--- config.mk ---
export PLATFORM = sky130hd
export DESIGN_NAME = des_result_writer
export DESIGN_NICKNAME = d
export VERILOG_FILES = /design/src/rtl/des_result_writer.sv
export SDC_FILE = /design/constraint.sdc
export NUM_CORES = 1
export LEC_CHECK = 0
export ABC_AREA = 0
export CAP_MARGIN = 20
export CORE_UTILIZATION = 51
export DETAILED_ROUTE_END_ITERATION = 10
export PLACE_DENSITY_LB_ADDON = 0.12
export SYNTH_ARGS = -nofsm -noshare
export SYNTH_HDL_FRONTEND = slang
export SYNTH_SLANG_ARGS = --single-unit
--- constraint.sdc ---
create_clock -name clk -period 3.1 [get_ports clk]
set_input_delay 0.31 -clock clk [delete_from_list [all_inputs] [get_ports clk]]
set_output_delay 0.31 -clock clk [all_outputs]
set_load 0.02 [all_outputs]
--- src/rtl/des_result_writer.sv ---
// Purpose: drain 64-bit DES/3DES ciphertext blocks and store each to SDRAM as two Avalon-MM words (high word first).
// Latency: handshake at N -> high word in N+1, low word in N+2, next in_ready or done in N+3 (no waitrequest).
// Backpressure: in_ready only in WAIT_DATA; master_waitrequest holds the current word stable, one cycle per stall.
module des_result_writer #(
  parameter int ADDRESSWIDTH = 26,
  parameter int DATAWIDTH    = 32,
  parameter int COUNTWIDTH   = 16
) (
  input  logic                    clk,
  input  logic                    reset_n,
  input  logic                    start,
  input  logic                    abort,
  input  logic [ADDRESSWIDTH-1:0] base_addr,
  input  logic [COUNTWIDTH-1:0]   block_limit,
  input  logic [63:0]             in_data,
  input  logic                    in_valid,
  output logic                    in_ready,
  output logic [ADDRESSWIDTH-1:0] master_address,
  output logic [DATAWIDTH-1:0]    master_writedata,
  output logic                    master_write,
  input  logic                    master_waitrequest,
  output logic                    busy,
  output logic                    done,
  output logic                    aborted,
  output logic [COUNTWIDTH-1:0]   blocks_written
);

  typedef enum logic [1:0] {IDLE, WAIT_DATA, WR_HI, WR_LO} state_t;

  localparam logic [ADDRESSWIDTH-1:0] WORD_STEP  = ADDRESSWIDTH'(4);
  localparam logic [ADDRESSWIDTH-1:0] BLOCK_STEP = ADDRESSWIDTH'(8);

  state_t                  state;
  state_t                  state_nxt;
  logic [ADDRESSWIDTH-1:0] ptr;
  logic [COUNTWIDTH-1:0]   limit;
  logic [63:0]             blk;
  logic [COUNTWIDTH-1:0]   bw_next;

  // Completion is judged on the count including the block just finished.
  assign bw_next = blocks_written + COUNTWIDTH'(1);

  // Next-state and bus outputs; outputs depend on state only, never on in_valid.
  always_comb begin
    state_nxt        = state;
    in_ready         = 1'b0;
    master_write     = 1'b0;
    master_address   = '0;
    master_writedata = '0;
    busy             = (state != IDLE);
    case (state)
      IDLE: begin
        if (start && (block_limit != '0)) state_nxt = WAIT_DATA;
      end
      WAIT_DATA: begin
        in_ready = 1'b1;
        // abort wins over a same-cycle handshake
        if (abort)         state_nxt = IDLE;
        else if (in_valid) state_nxt = WR_HI;
      end
      WR_HI: begin
        master_write     = 1'b1;
        master_address   = ptr;
        master_writedata = blk[63:32];
        if (!master_waitrequest) state_nxt = WR_LO;
      end
      WR_LO: begin
        master_write     = 1'b1;
        master_address   = ptr + WORD_STEP;
        master_writedata = blk[31:0];
        if (!master_waitrequest) begin
          if (abort || (bw_next == limit)) state_nxt = IDLE;
          else                             state_nxt = WAIT_DATA;
        end
      end
      default: state_nxt = IDLE;
    endcase
  end

  // Job registers: pointer, limit, captured block and sticky status flags.
  always_ff @(posedge clk) begin
    if (!reset_n) begin
      state          <= IDLE;
      ptr            <= '0;
      limit          <= '0;
      blk            <= '0;
      done           <= 1'b0;
      aborted        <= 1'b0;
      blocks_written <= '0;
    end else begin
      state <= state_nxt;
      case (state)
        IDLE: begin
          if (start) begin
            ptr            <= {base_addr[ADDRESSWIDTH-1:3], 3'b000};
            limit          <= block_limit;
            done           <= (block_limit == '0);
            aborted        <= 1'b0;
            blocks_written <= '0;
          end
        end
        WAIT_DATA: begin
          if (abort)         aborted <= 1'b1;
          else if (in_valid) blk     <= in_data;
        end
        WR_LO: begin
          // abort is only honoured here so a block is never split
          if (!master_waitrequest) begin
            ptr            <= ptr + BLOCK_STEP;
            blocks_written <= bw_next;
            if (abort)                 aborted <= 1'b1;
            else if (bw_next == limit) done    <= 1'b1;
          end
        end
        default: ;
      endcase
    end
  end

endmodule

==> run metrics <==
final core occ 73.0%; pin count of the biggest net entering global routing 65; highest ir drop seen on vdd 0.350 mV; average footprint of a synthesized cell 7.57 um2; starting density of the core 52.2%; standby leakage power about 3.0 nW; largest buffer count on any clock path 2; TritonCTS clock tree built; share of synthesized registers carrying an async set or reset 0%; die footprint 0.0127 mm2; total of warnings raised by yosys 0; Top-Level Pins 191; Clock Sink Count 123; Antenna Violating Nets Remaining 0; cell-internal power between 3 and 4 mW; CTS clock-pin slew for the worst setup and hold paths 60 ps; final period utilization about four fifths; setup fix buffers added after clock tree synthesis 0; floorplan die height 113 um; Psw 1.02 mW; Detail Placement HPWL about 12 mm; count of nets after finishing 1095; vias after detailed routing about 6400; Clk network pwr share 48.6%; power density over cell area 490 mW/mm2; Ant. Diodes 0; placed inst area 0.00814 mm2; launching element of the worst setup path state[1]; violation count after the first detailed-routing iteration 528; Critical Path AT 2130 ps; number of failing hold endpoints at the final stage 0; post-route worst hold slack 434 ps; Combinational Power Share 11.7%; Min Clock Period, post-route approximately 2400 ps; Layout Skew 7.49 ps; core region area 0.0120 mm2; number of gates resized after CTS 0; fmax 411 MHz; Tot GR Track Use 29.0%; die extent in x 113 um; post-route cell area 0.00877 mm2; Final setup viols 0; Most used DFF post-synth dfxtp_1; Worst setup endpoint master_writedata[23]; Worst Reg2Reg Path Length in Cells 7; area added between synthesis and finish 40.0%; Switching Share 23.6%; clock buffers created by TritonCTS 17; simple logic cell fraction of the synthesized area 28.2%; total standard cell area after synthesis 0.00627 mm2; XOR/XNOR share of the synthesized area 2.94%; count of maximum capacitance violations 0; share of total power in sequential cells 39.6%; RD Place Congestion 0.901; vias in the first global route 6175; total number of placement rows 40; RSZ-0062 raised after global routing no; layout cells sized above 1 6.04%; mux share of post-synthesis cell area a little under 6%; transition time at the pin with the least slew margin 627 ps; endpoint type of the worst setup path primary output; fill cell instance count of the final layout 953; via density per instance 5.65; endpoint required time on the critical path between 2000 and 3000 ps; worst r2r dst state[0]; Crit Path Max Fanout 63; fraction of the mapped netlist area in compound gates 18.1%; tightest slew margin relative to the limit 58.2%; worst min-delay path category in2reg; fraction of the yosys area taken by sequential cells 39.3%; global-route wire length before repair 29.3 mm; antenna violations before repair 0; root buffer cell clkbuf_16; launch point of the worst reg-to-reg path blocks_written[2]; slack of the worst reg-to-reg path 700 ps; clock network latency to the later pin of the worst-skew pair 420 ps; category of the most critical setup path reg2out; post-synthesis cell count 828; flip-flop and latch count after synthesis approximately 120; I/O Buffers 185; post-synthesis share of cell area spent on full adders, half adders and majority gates less than 1%; count of different cell masters after synthesis 60; average routed wire per standard cell 15.8 um; number of hold-repair buffers added at the cts stage 0; dominant combinational cell family by area after synthesis simple AND/OR/NAND/NOR gates; count of unresolved DRC violations after routing 0; number of H-tree levels 4; setup TNS after final layout 0 ps; GRT overflow 0; number of synthesized flops with an enable pin 0; status finished, final reports clean; sum of routed wire length over all layers 18.1 mm; first-pass iteration count of the detailed router 7; kind of launch point of the worst setup path flip-flop; final max-slew violation count 0
power groups by stage:
| stage | clock (mW) | combinational [mW] | sequential [mW] |
|---|---|---|---|
| global placement | 0 | 0.484 | 1.73 |
| floorplan | 0 | 0.264 | 1.72 |
| finish | 2.09 | 0.505 | 1.70 |
| detailed placement | 0 | 0.498 | 1.73 |
| CTS | 2.11 | 0.502 | 1.70 |
| global route | 2.19 | 0.549 | 1.71 |
flip-flops by register name, summed over array words and instances (netlist names):
name / flops
blk: 64
done: 1
state: 2
aborted: 1
limit: 16
ptr: 23
blocks_written: 16
final cells by class:
class,count,area [um2],area share [%]
multi-input combinational,636,3480,39.7
clock inverter,11,169,1.93
sequential,123,2460,28.1
clock buffer,20,457,5.21
inverter,3,12.5,0.143
tap,147,184,2.10
timing repair buffer,200,2000,22.8
through the flow:
stage	power, mW	setup slack, ps	cells
2_1_floorplan	1.98	894	829
3_3_place_gp	2.21	809	1109
3_5_place_dp	2.23	729	1109
4_1_cts	4.32	661	1140
5_1_grt	4.45	569	1140
6_report	4.30	665	1140
worst min path at each step:
stage | from | to | depth (start not counted) | slack (ps)
after CTS | in_data[32] | blk[32] | 3 | 420
after floorplan | abort | state[0] | 1 | 420
final | in_data[32] | blk[32] | 3 | 430
after detailed placement | blk[42] | blk[42] | 2 | 450
after global placement | blk[1] | blk[1] | 2 | 440
after global routing | in_data[16] | blk[16] | 3 | 440
logic make-up (layout without fill, tap and decap cells):
logic type,after synthesis,in the layout
muxes,36,36
AOI/OAI and AO/OA,197,197
other,1,2
and+or+nand+nor,378,378
xor gates and xnor gates,21,21
buffers and inverters,70,234
DFF,123,123
adders and majority gates,2,2
placed cells by master, fill, tap and decap left out, drive strengths merged, types with 3 or more instances in the layout:
cell and instances:
and2 29, nor3 13, clkinv 4, nand2 205, o211ai 4, or3 5, o21ai 33, clkdlybuf4s50 185
a22oi 3, a211oi 10, dfxtp 123, a221oi 4, a21oi 119, nand4 10, clkbuf 20, clkinvlp 4
mux2i 35, nor2b 35, buf 15, nand3 13, a311oi 6, and3 6, xnor2 12, nand2b 4
a31oi 4, nand3b 4, and4 4, bufinv 4, nor4 6, xor2 9, nor2 38
cell usage after synthesis, types with 2 or more instances:
| cell type | count | area share, % |
|---|---|---|
| a211oi_1 | 10 | 1.2 |
| a21oi_1 | 119 | 9.5 |
| a221oi_1 | 4 | 0.56 |
| a22oi_1 | 3 | 0.36 |
| a311oi_1 | 6 | 0.84 |
| a31oi_1 | 4 | 0.40 |
| and2_1 | 28 | 2.8 |
| and3_1 | 5 | 0.50 |
| and4_4 | 3 | 0.54 |
| buf_1 | 11 | 0.66 |
| buf_4 | 3 | 0.36 |
| buf_6 | 7 | 1.3 |
| clkbuf_1 | 45 | 2.7 |
| dfxtp_1 | 123 | 39 |
| ha_1 | 2 | 0.40 |
| inv_1 | 2 | 0.12 |
| mux2i_1 | 35 | 5.6 |
| nand2_1 | 205 | 12 |
| nand2b_1 | 4 | 0.40 |
| nand3_1 | 13 | 1.0 |
| nand3b_1 | 4 | 0.48 |
| nand4_1 | 10 | 1.0 |
| nor2_1 | 38 | 2.3 |
| nor2b_1 | 35 | 3.5 |
| nor3_1 | 12 | 0.96 |
| nor4_1 | 6 | 0.60 |
| o211ai_1 | 4 | 0.48 |
| o21ai_0 | 31 | 2.5 |
| o21ai_1 | 2 | 0.16 |
| or3_1 | 5 | 0.50 |
| xnor2_1 | 12 | 1.7 |
| xor2_1 | 9 | 1.3 |
worst max-delay path, cell delays in order, from the launching register on:
cell             delay (ps)
dfxtp_2                 320
buf_4                   440
nor2b_1                 270
clkdlybuf4s50_1         640
routing by layer:
metal / wire length, um / track usage (%)
met1: 7260 / 34.5
met2: 8710 / 47.4
met3: 1550 / 9.16
met4: 548 / 14.8
met5: 0 / 0
Note: power is estimated with default switching activity, not from simulation.
